## src/rtl/apb_cmd_master.sv

```systemverilog
// apb_cmd_master: single-command APB requester.
// Accepts one read/write command at a time on a valid/ready port, runs one
// APB SETUP/ACCESS transfer to the slave selected by the top two address
// bits and returns the result on a response port that is held until
// consumed.
// Optional build macro APB_TIMEOUT_EN: abandons an ACCESS phase after
// TIMEOUT_CYCLES consecutive cycles without PREADY and reports an error.
module apb_cmd_master #(
  parameter int ADDR_WIDTH     = 16,
  parameter int DATA_WIDTH     = 32,
  parameter int NUM_SLAVES     = 4,
  parameter int TIMEOUT_CYCLES = 255
) (
  input  logic                  PCLK,
  input  logic                  PRESET,
  input  logic                  req_valid,
  output logic                  req_ready,
  input  logic                  req_write,
  input  logic [ADDR_WIDTH-1:0] req_addr,
  input  logic [DATA_WIDTH-1:0] req_wdata,
  input  logic [3:0]            req_strb,
  input  logic [2:0]            req_prot,
  output logic                  rsp_valid,
  input  logic                  rsp_ready,
  output logic [DATA_WIDTH-1:0] rsp_rdata,
  output logic                  rsp_err,
  output logic [NUM_SLAVES-1:0] PSEL,
  output logic                  PENABLE,
  output logic                  PWRITE,
  output logic [ADDR_WIDTH-1:0] PADDR,
  output logic [DATA_WIDTH-1:0] PWDATA,
  output logic [3:0]            PSTRB,
  output logic [2:0]            PPROT,
  input  logic [DATA_WIDTH-1:0] PRDATA,
  input  logic                  PREADY,
  input  logic                  PSLVERR
);

  localparam int IDX_W = 2;

  // The timeout counter is 8 bits wide and the slave index field is 2 bits.
  if (TIMEOUT_CYCLES < 1 || TIMEOUT_CYCLES > 255 || NUM_SLAVES < 1 || NUM_SLAVES > 4)
  begin : g_bad_params
    $error("apb_cmd_master: TIMEOUT_CYCLES must be 1..255 and NUM_SLAVES 1..4");
  end

  typedef enum logic [1:0] {
    S_IDLE   = 2'd0,
    S_SETUP  = 2'd1,
    S_ACCESS = 2'd2,
    S_RESP   = 2'd3
  } state_t;

  state_t                state_q, state_d;
  logic [ADDR_WIDTH-1:0] paddr_q, paddr_d;
  logic                  pwrite_q, pwrite_d;
  logic [DATA_WIDTH-1:0] pwdata_q, pwdata_d;
  logic [3:0]            pstrb_q, pstrb_d;
  logic [2:0]            pprot_q, pprot_d;
  logic [DATA_WIDTH-1:0] rsp_rdata_q, rsp_rdata_d;
  logic                  rsp_err_q, rsp_err_d;

`ifdef APB_TIMEOUT_EN
  localparam logic [7:0] TO_LIMIT = 8'(TIMEOUT_CYCLES);
  logic [7:0]            wait_cnt_q, wait_cnt_d;
`endif

  logic [IDX_W-1:0] req_idx;
  logic [IDX_W-1:0] cur_idx;
  logic             req_idx_ok;
  logic             in_xfer;

  assign req_idx    = req_addr[ADDR_WIDTH-1 -: IDX_W];
  assign cur_idx    = paddr_q[ADDR_WIDTH-1 -: IDX_W];
  assign req_idx_ok = (int'(req_idx) < NUM_SLAVES);
  assign in_xfer    = (state_q == S_SETUP) || (state_q == S_ACCESS);

  // Outputs decoded from the registered state and command fields.
  always_comb begin
    PSEL = '0;
    for (int i = 0; i < NUM_SLAVES; i++) begin
      PSEL[i] = in_xfer && (int'(cur_idx) == i);
    end
  end

  assign req_ready = (state_q == S_IDLE) && !PRESET;
  assign rsp_valid = (state_q == S_RESP);
  assign rsp_rdata = rsp_rdata_q;
  assign rsp_err   = rsp_err_q;
  assign PENABLE   = (state_q == S_ACCESS);
  assign PWRITE    = pwrite_q;
  assign PADDR     = paddr_q;
  assign PWDATA    = pwdata_q;
  assign PSTRB     = pstrb_q;
  assign PPROT     = pprot_q;

  // Next-state and datapath update for the command/transfer/response cycle.
  always_comb begin
    state_d     = state_q;
    paddr_d     = paddr_q;
    pwrite_d    = pwrite_q;
    pwdata_d    = pwdata_q;
    pstrb_d     = pstrb_q;
    pprot_d     = pprot_q;
    rsp_rdata_d = rsp_rdata_q;
    rsp_err_d   = rsp_err_q;
`ifdef APB_TIMEOUT_EN
    wait_cnt_d  = wait_cnt_q;
`endif
    unique case (state_q)
      S_IDLE: begin
        if (req_valid) begin
          paddr_d  = req_addr;
          pwrite_d = req_write;
          pwdata_d = req_wdata;
          pstrb_d  = req_write ? req_strb : 4'h0;
          pprot_d  = req_prot;
          if (req_idx_ok) begin
            state_d = S_SETUP;
          end else begin
            // Unmapped slave: answer immediately without touching the bus.
            state_d     = S_RESP;
            rsp_err_d   = 1'b1;
            rsp_rdata_d = '0;
          end
        end
      end
      S_SETUP: begin
        state_d = S_ACCESS;
`ifdef APB_TIMEOUT_EN
        wait_cnt_d = '0;
`endif
      end
      S_ACCESS: begin
        if (PREADY) begin
          state_d     = S_RESP;
          rsp_err_d   = PSLVERR;
          rsp_rdata_d = (!pwrite_q && !PSLVERR) ? PRDATA : '0;
        end
`ifdef APB_TIMEOUT_EN
        else if (wait_cnt_q + 8'd1 == TO_LIMIT) begin
          state_d     = S_RESP;
          rsp_err_d   = 1'b1;
          rsp_rdata_d = '0;
        end else begin
          wait_cnt_d = wait_cnt_q + 8'd1;
        end
`endif
      end
      S_RESP: begin
        if (rsp_ready) begin
          state_d = S_IDLE;
        end
      end
      default: state_d = S_IDLE;
    endcase
  end

  // State and datapath registers; reset also aborts any transfer in flight.
  always_ff @(posedge PCLK) begin
    if (PRESET) begin
      state_q     <= S_IDLE;
      paddr_q     <= '0;
      pwrite_q    <= 1'b0;
      pwdata_q    <= '0;
      pstrb_q     <= '0;
      pprot_q     <= '0;
      rsp_rdata_q <= '0;
      rsp_err_q   <= 1'b0;
`ifdef APB_TIMEOUT_EN
      wait_cnt_q  <= '0;
`endif
    end else begin
      state_q     <= state_d;
      paddr_q     <= paddr_d;
      pwrite_q    <= pwrite_d;
      pwdata_q    <= pwdata_d;
      pstrb_q     <= pstrb_d;
      pprot_q     <= pprot_d;
      rsp_rdata_q <= rsp_rdata_d;
      rsp_err_q   <= rsp_err_d;
`ifdef APB_TIMEOUT_EN
      wait_cnt_q  <= wait_cnt_d;
`endif
    end
  end

endmodule

```

## config.mk

```make
export PLATFORM = sky130hd
export DESIGN_NAME = apb_cmd_master
export DESIGN_NICKNAME = d
export VERILOG_FILES = /design/src/rtl/apb_cmd_master.sv
export SDC_FILE = /design/constraint.sdc
export NUM_CORES = 1
export LEC_CHECK = 0
export ABC_AREA = 1
export CORE_MARGIN = 8
export CORE_UTILIZATION = 38
export DETAILED_ROUTE_END_ITERATION = 10
export GPL_TIMING_DRIVEN = 1
export PLACE_DENSITY = 0.83
export RECOVER_POWER = 25
export SLEW_MARGIN = 20
export SYNTH_ARGS = -nofsm -noshare
export SYNTH_HDL_FRONTEND = slang
export SYNTH_SLANG_ARGS = --single-unit
```

## constraint.sdc

```tcl
create_clock -name PCLK -period 1.8 [get_ports PCLK]
set_clock_uncertainty 0.15 [all_clocks]
set_input_delay 0.54 -clock PCLK [delete_from_list [all_inputs] [get_ports PCLK]]
set_output_delay 0.54 -clock PCLK [all_outputs]
set_load 0.02 [all_outputs]
```

Word-level counts from Yosys, hierarchy flattened
Cells that the tools add are included.
- $add $sub $neg: 0
- multiply operators: 0
- div/mod/pow operators: 0
- magnitude comparators: 0
- equality and inequality tests: 9
- shifts and indexed selects: 0
- multiplexer cells: 6
- bitwise logic cells: 0
- reductions and logical operators: 15
- operators by type and width (cell ; count):
    32-bit 2-to-1 mux ; 1
    2-bit equality test, second input constant ; 4
    2-bit case mux with 4 select lines ; 1
    1-bit logical AND ; 6
    2-bit 2-to-1 mux ; 3
    2-bit by 1-bit equality test with 1-bit output, second input constant ; 2
    2-bit logical NOT ; 2
    4-bit 2-to-1 mux ; 1
    2-bit by 1-bit != test with 1-bit output, second input constant ; 2
    2-bit AND reduction ; 2
    1-bit logical NOT ; 3
    3-bit AND reduction ; 1
    2-bit != test, second input constant ; 1
    1-bit logical OR ; 1
- register bits after elaboration: 91
- bits in latches: 0
- memory bits (writable): 0
- ROM bits: 0
- bits of input ports: 94
- output and inout bits: 96
- memories: 0

Logic depth before layout (Yosys ltp)
- depth in word-level cells: 3
- mapped depth: 8
- mapped depth without buffers: 8

Worst setup path before layout
OpenSTA, ideal clock, no wires.
- path kind: register -> output
- start: register state_q[1]
- end: output PSEL[1]
- data arrival time: 1.232 ns
- required time: 1.110 ns
- slack: -0.122 ns
- stages on the path, launching flop included: 5
- cell sequence: dfxtp_1 > inv_1 > ha_1 > inv_1 > nor3_1
- longest elaborated chain between the ends: 3
- elaborated cells between the ends (all ways): 4
- ends and longest elaborated chain (what ; line ; text):
    start, declared ; 54 ; state_t state_q, state_d;
    start signal, assigned ; 174 ; state_q <= state_d;
    2-bit by 1-bit equality test with 1-bit output / 2-bit equality test (equally long branches) ; 76 ; assign in_xfer = (state_q == S_SETUP) || (state_q == S_ACCESS);
    1-bit logical OR (*) ; 76 ;
    1-bit logical AND (*) ; 82 ; PSEL[i] = in_xfer && (int'(cur_idx) == i);
    end, declared ; 27 ; output logic [NUM_SLAVES-1:0] PSEL,
Every way passes the cells marked *; elsewhere a longest branch is shown, timed or not.

Worst setup path after layout
Same ends and word-level chain as after synthesis.

==> metrics.md <==
| Metric | Value |
|---|---|
| Finished Cell Area | `between 5000 and 6000 µm²` |
| Largest net degree at the start of global routing | `40` |
| Die Ht | `roughly 110 µm` |
| CP startpoint | `state_q[1]$_SDFFE_PP0P_` |
| Leakage | `around 2.5 nW` |
| Max FO, Critical Path | `4` |
| # DRC | `0` |
| Post-Synthesis Cell Area | `3270 µm²` |
| Via density per instance | `roughly 4.7` |
| CP Launch Type | `register` |
| Worst EP required | `1110 ps` |
| RSZ-0062 raised after global routing | `true` |
| Antenna cells | `0` |
| Cell Chain, Critical Path | `inv_2, ha_4, inv_6, nor3_4, buf_6` |
| Internal power | `0.00449 W` |
| R2R Path Start | `state_q[1]$_SDFFE_PP0P_` |
| Power Density | `1280 nW/µm²` |
| CTS Root Cell | `clkbuf_8` |
| Dpl cells | `about 710` |
| Chip width | `~110 µm` |
| Worst setup margin | `-287 ps` |
| Initial Utilization | `0.383` |
| Top cell type's share of synthesized area | `0.557` |
| Worst Tran Pin Value | `448 ps` |
| Clock latency at the later pin of the worst-skew pair | `roughly 340 ps` |
| RD Place Congestion | `0.830` |
| Net Sw Frac | `0.381` |
| Starting DRT DRC Count | `93` |
| Via count | `~3.4k` |
| Die area | `approximately 12000 µm²` |
| Largest stage delay, worst path | `roughly 360 ps` |
| DP Wirelength | `8.49 mm` |
| Hold WC Path Type | `register to register` |
| Slew Viols, Final | `0` |
| Violated checks | `negative setup slack` |
| I/O pins | `190` |
| Fin. Hold Viols | `0` |
| Layout cell share with drive strength beyond 1 | `0.120` |
| CP endpoint kind | `primary output` |
| Max_slew headroom | `0.701` |
| Logic pwr share | `0.447` |
| Net Switching | `~0.0028 W` |
| Place WS | `-571 ps` |
| Site row count | `34` |
| Synth top area cells | `dfxtp_1 56%, nor2_1 12%, nand2_1 9.5%` |
| Yosys top cell by area | `dfxtp_1` |
| Syn Area/Cell | `approximately 7.8 µm²` |
| Synth Net Count | `between 500 and 600` |
| Fmax | `around 0.48 GHz` |
| Total power | `0.00725 W` |
| Syn. warnings | `0` |
| VDD IR-drop max | `0.650 mV` |
| Netlist cell types | `19` |
| Clk pwr share | `0.193` |
| Family with the most delay on the worst path | `flip-flops` |
| Min Tclk post-route | `around 2100 ps` |
| Gr usage total | `0.181` |
| Clock Path Buffers | `2` |
| Final wirelength | `approximately 11 mm` |
| Outcome | `finished, violations left` |
| Post-synthesis sequential area ratio | `0.557` |
| Cts bufs inserted | `9` |
| PortBufs | `around 190` |
| Nets | `~700` |
| Vias in the first global route | `approximately 3.4k` |
| Synth Register Bits | `91` |
| Fin cells | `between 700 and 800` |
| Bufs and invs on worst path | `3` |
| Slowest CP cell | `dfxtp_2` |
| Initial antenna violation count | `0` |
| Clk slew on worst S/H paths | `roughly 90 ps` |
| CTS sink count | `91` |
| First-pass GRT wire length | `between 15 and 20 mm` |
| 1st-pass router iterations | `5` |
| Post-Syn Instances | `~420` |
| Flop pwr share | `0.361` |
| Final setup violation count | `8` |
| Placed instance area | `5390 µm²` |
| Post-DR wirelength/cell | `between 15 and 20 µm` |
| Hold Crit Start | `rsp_rdata[7]$_SDFFE_PP0P_` |
| Post-DRT Antenna Nets | `0` |
| H-tree depth | `3` |
| Max cap viols | `0` |
| Minimum hold slack | `318 ps` |
| Crit path kind | `register to primary output` |
| GR Overflow Total | `0` |
| CTS tree | `yes` |
| Crit path DAT | `1400 ps` |
| Syn-to-layout area delta | `72.4%` |
| Period Utilization, post-route | `1.16` |
| Core Region | `between 8000 and 9000 µm²` |
[cells in the final DEF, fill, tap and decap left out, types with 2 or more instances in the layout]
cell	n
ha_4	3
clkbuf_8	9
dfxtp_1	87
inv_6	4
nor2_1	103
nor3_2	2
nand2_1	82
nor3_4	2
dfxtp_2	4
inv_2	4
clkdlybuf4s15_1	4
buf_4	18
buf_6	9
nand3_1	2
buf_12	6
clkdlybuf4s50_1	92
clkdlybuf4s15_2	2
dlygate4sd2_1	83
a21oi_1	39
inv_1	7
nand2_2	2
clkinv_2	2
o21ai_0	51
[what timing repair did]
action                                  4_1_cts  5_1_grt
endpoints found under the setup margin      136       13
endpoints found under the hold margin         0        0
hold buffers                                  0        0
buffers inserted                              5        5
resized for setup                           149       22
pin swaps                                     6        5
[power groups by stage]
stage	Sequential, W	Combinational [W]	Clock, W
after global placement	0.00263	0.00310	0
after floorplan	0.00310	0.00112	0
final	0.00261	0.00324	0.00140
after global routing	0.00266	0.00353	0.00152
after detailed placement	0.00266	0.00316	0
after CTS	0.00261	0.00313	0.00143
[Yosys cell counts]
library cell	number
buf_1	2
clkbuf_1	12
nand2_1	83
dfxtp_1	91
nand2_2	1
buf_8	1
ha_1	4
buf_6	2
nand3_1	2
nor3_1	4
inv_2	1
buf_2	6
nor2b_1	1
nor2_1	104
inv_1	11
a21oi_1	40
buf_4	4
or2_2	1
o21ai_0	51
[layout make-up]
type | count | area [µm²]
Tap cell | 108 | 135
Clock inverter | 7 | 73.8
Multi-Input combinational cell | 291 | 1340
Fill cell | 738 | 2910
Clock buffer | 9 | 124
Sequential cell | 91 | 1830
Inverter | 12 | 50.0
Timing Repair Buffer | 216 | 2090
[logic make-up (layout without fill, tap and decap cells)]
logic type,Yosys count,count (layout),share of synthesized area
flops,91,91,0.557
buf+inv,39,244,0.0596
simple gates,196,196,0.229
compound gates,91,91,0.139
fa+ha+maj,4,4,0.0153
[tightest hold or removal path, stage by stage, from the launching register on]
cell,delay (ps)
dfxtp_1,310
nand2_1,60
a21oi_1,60
[sequential cells by signal (all words and copies together) (netlist names)]
signal,count
PWDATA,32
rsp_rdata,32
PADDR,16
PSTRB,4
PPROT,3
state_q,2
PWRITE,1
rsp_err,1
[worst paths after layout]
kind                                                   to  slack [ps]  depth (start not counted)
worst min register to register  rsp_rdata[7]$_SDFFE_PP0P_         320                          2
worst min-delay path            rsp_rdata[7]$_SDFFE_PP0P_         320                          2
worst max-delay path                              PSEL[1]        -290                          5
worst max register to register  rsp_rdata[3]$_SDFFE_PP0P_           0                          9
[metal layers]
| layer | up-vias | global-route usage | routed length, µm |
|---|---|---|---|
| li1 | 1734 | - | - |
| met2 | 157 | 0.310 | 5350 |
| met5 | - | 0 | 0 |
| met4 | 0 | 0.0762 | 238 |
| met3 | 18 | 0.0745 | 1310 |
| met1 | 1536 | 0.194 | 4350 |
[per-stage QoR]
| stage | setup TNS, ps | util |
|---|---|---|
| after floorplan | -419 | - |
| after global placement | -24220 | 0.630 |
| after detailed placement | -27100 | 0.630 |
| after CTS | -1410 | 0.651 |
| after global routing | -2840 | 0.660 |
| final | -1240 | 0.660 |
Power figures use the tool's default switching activity.
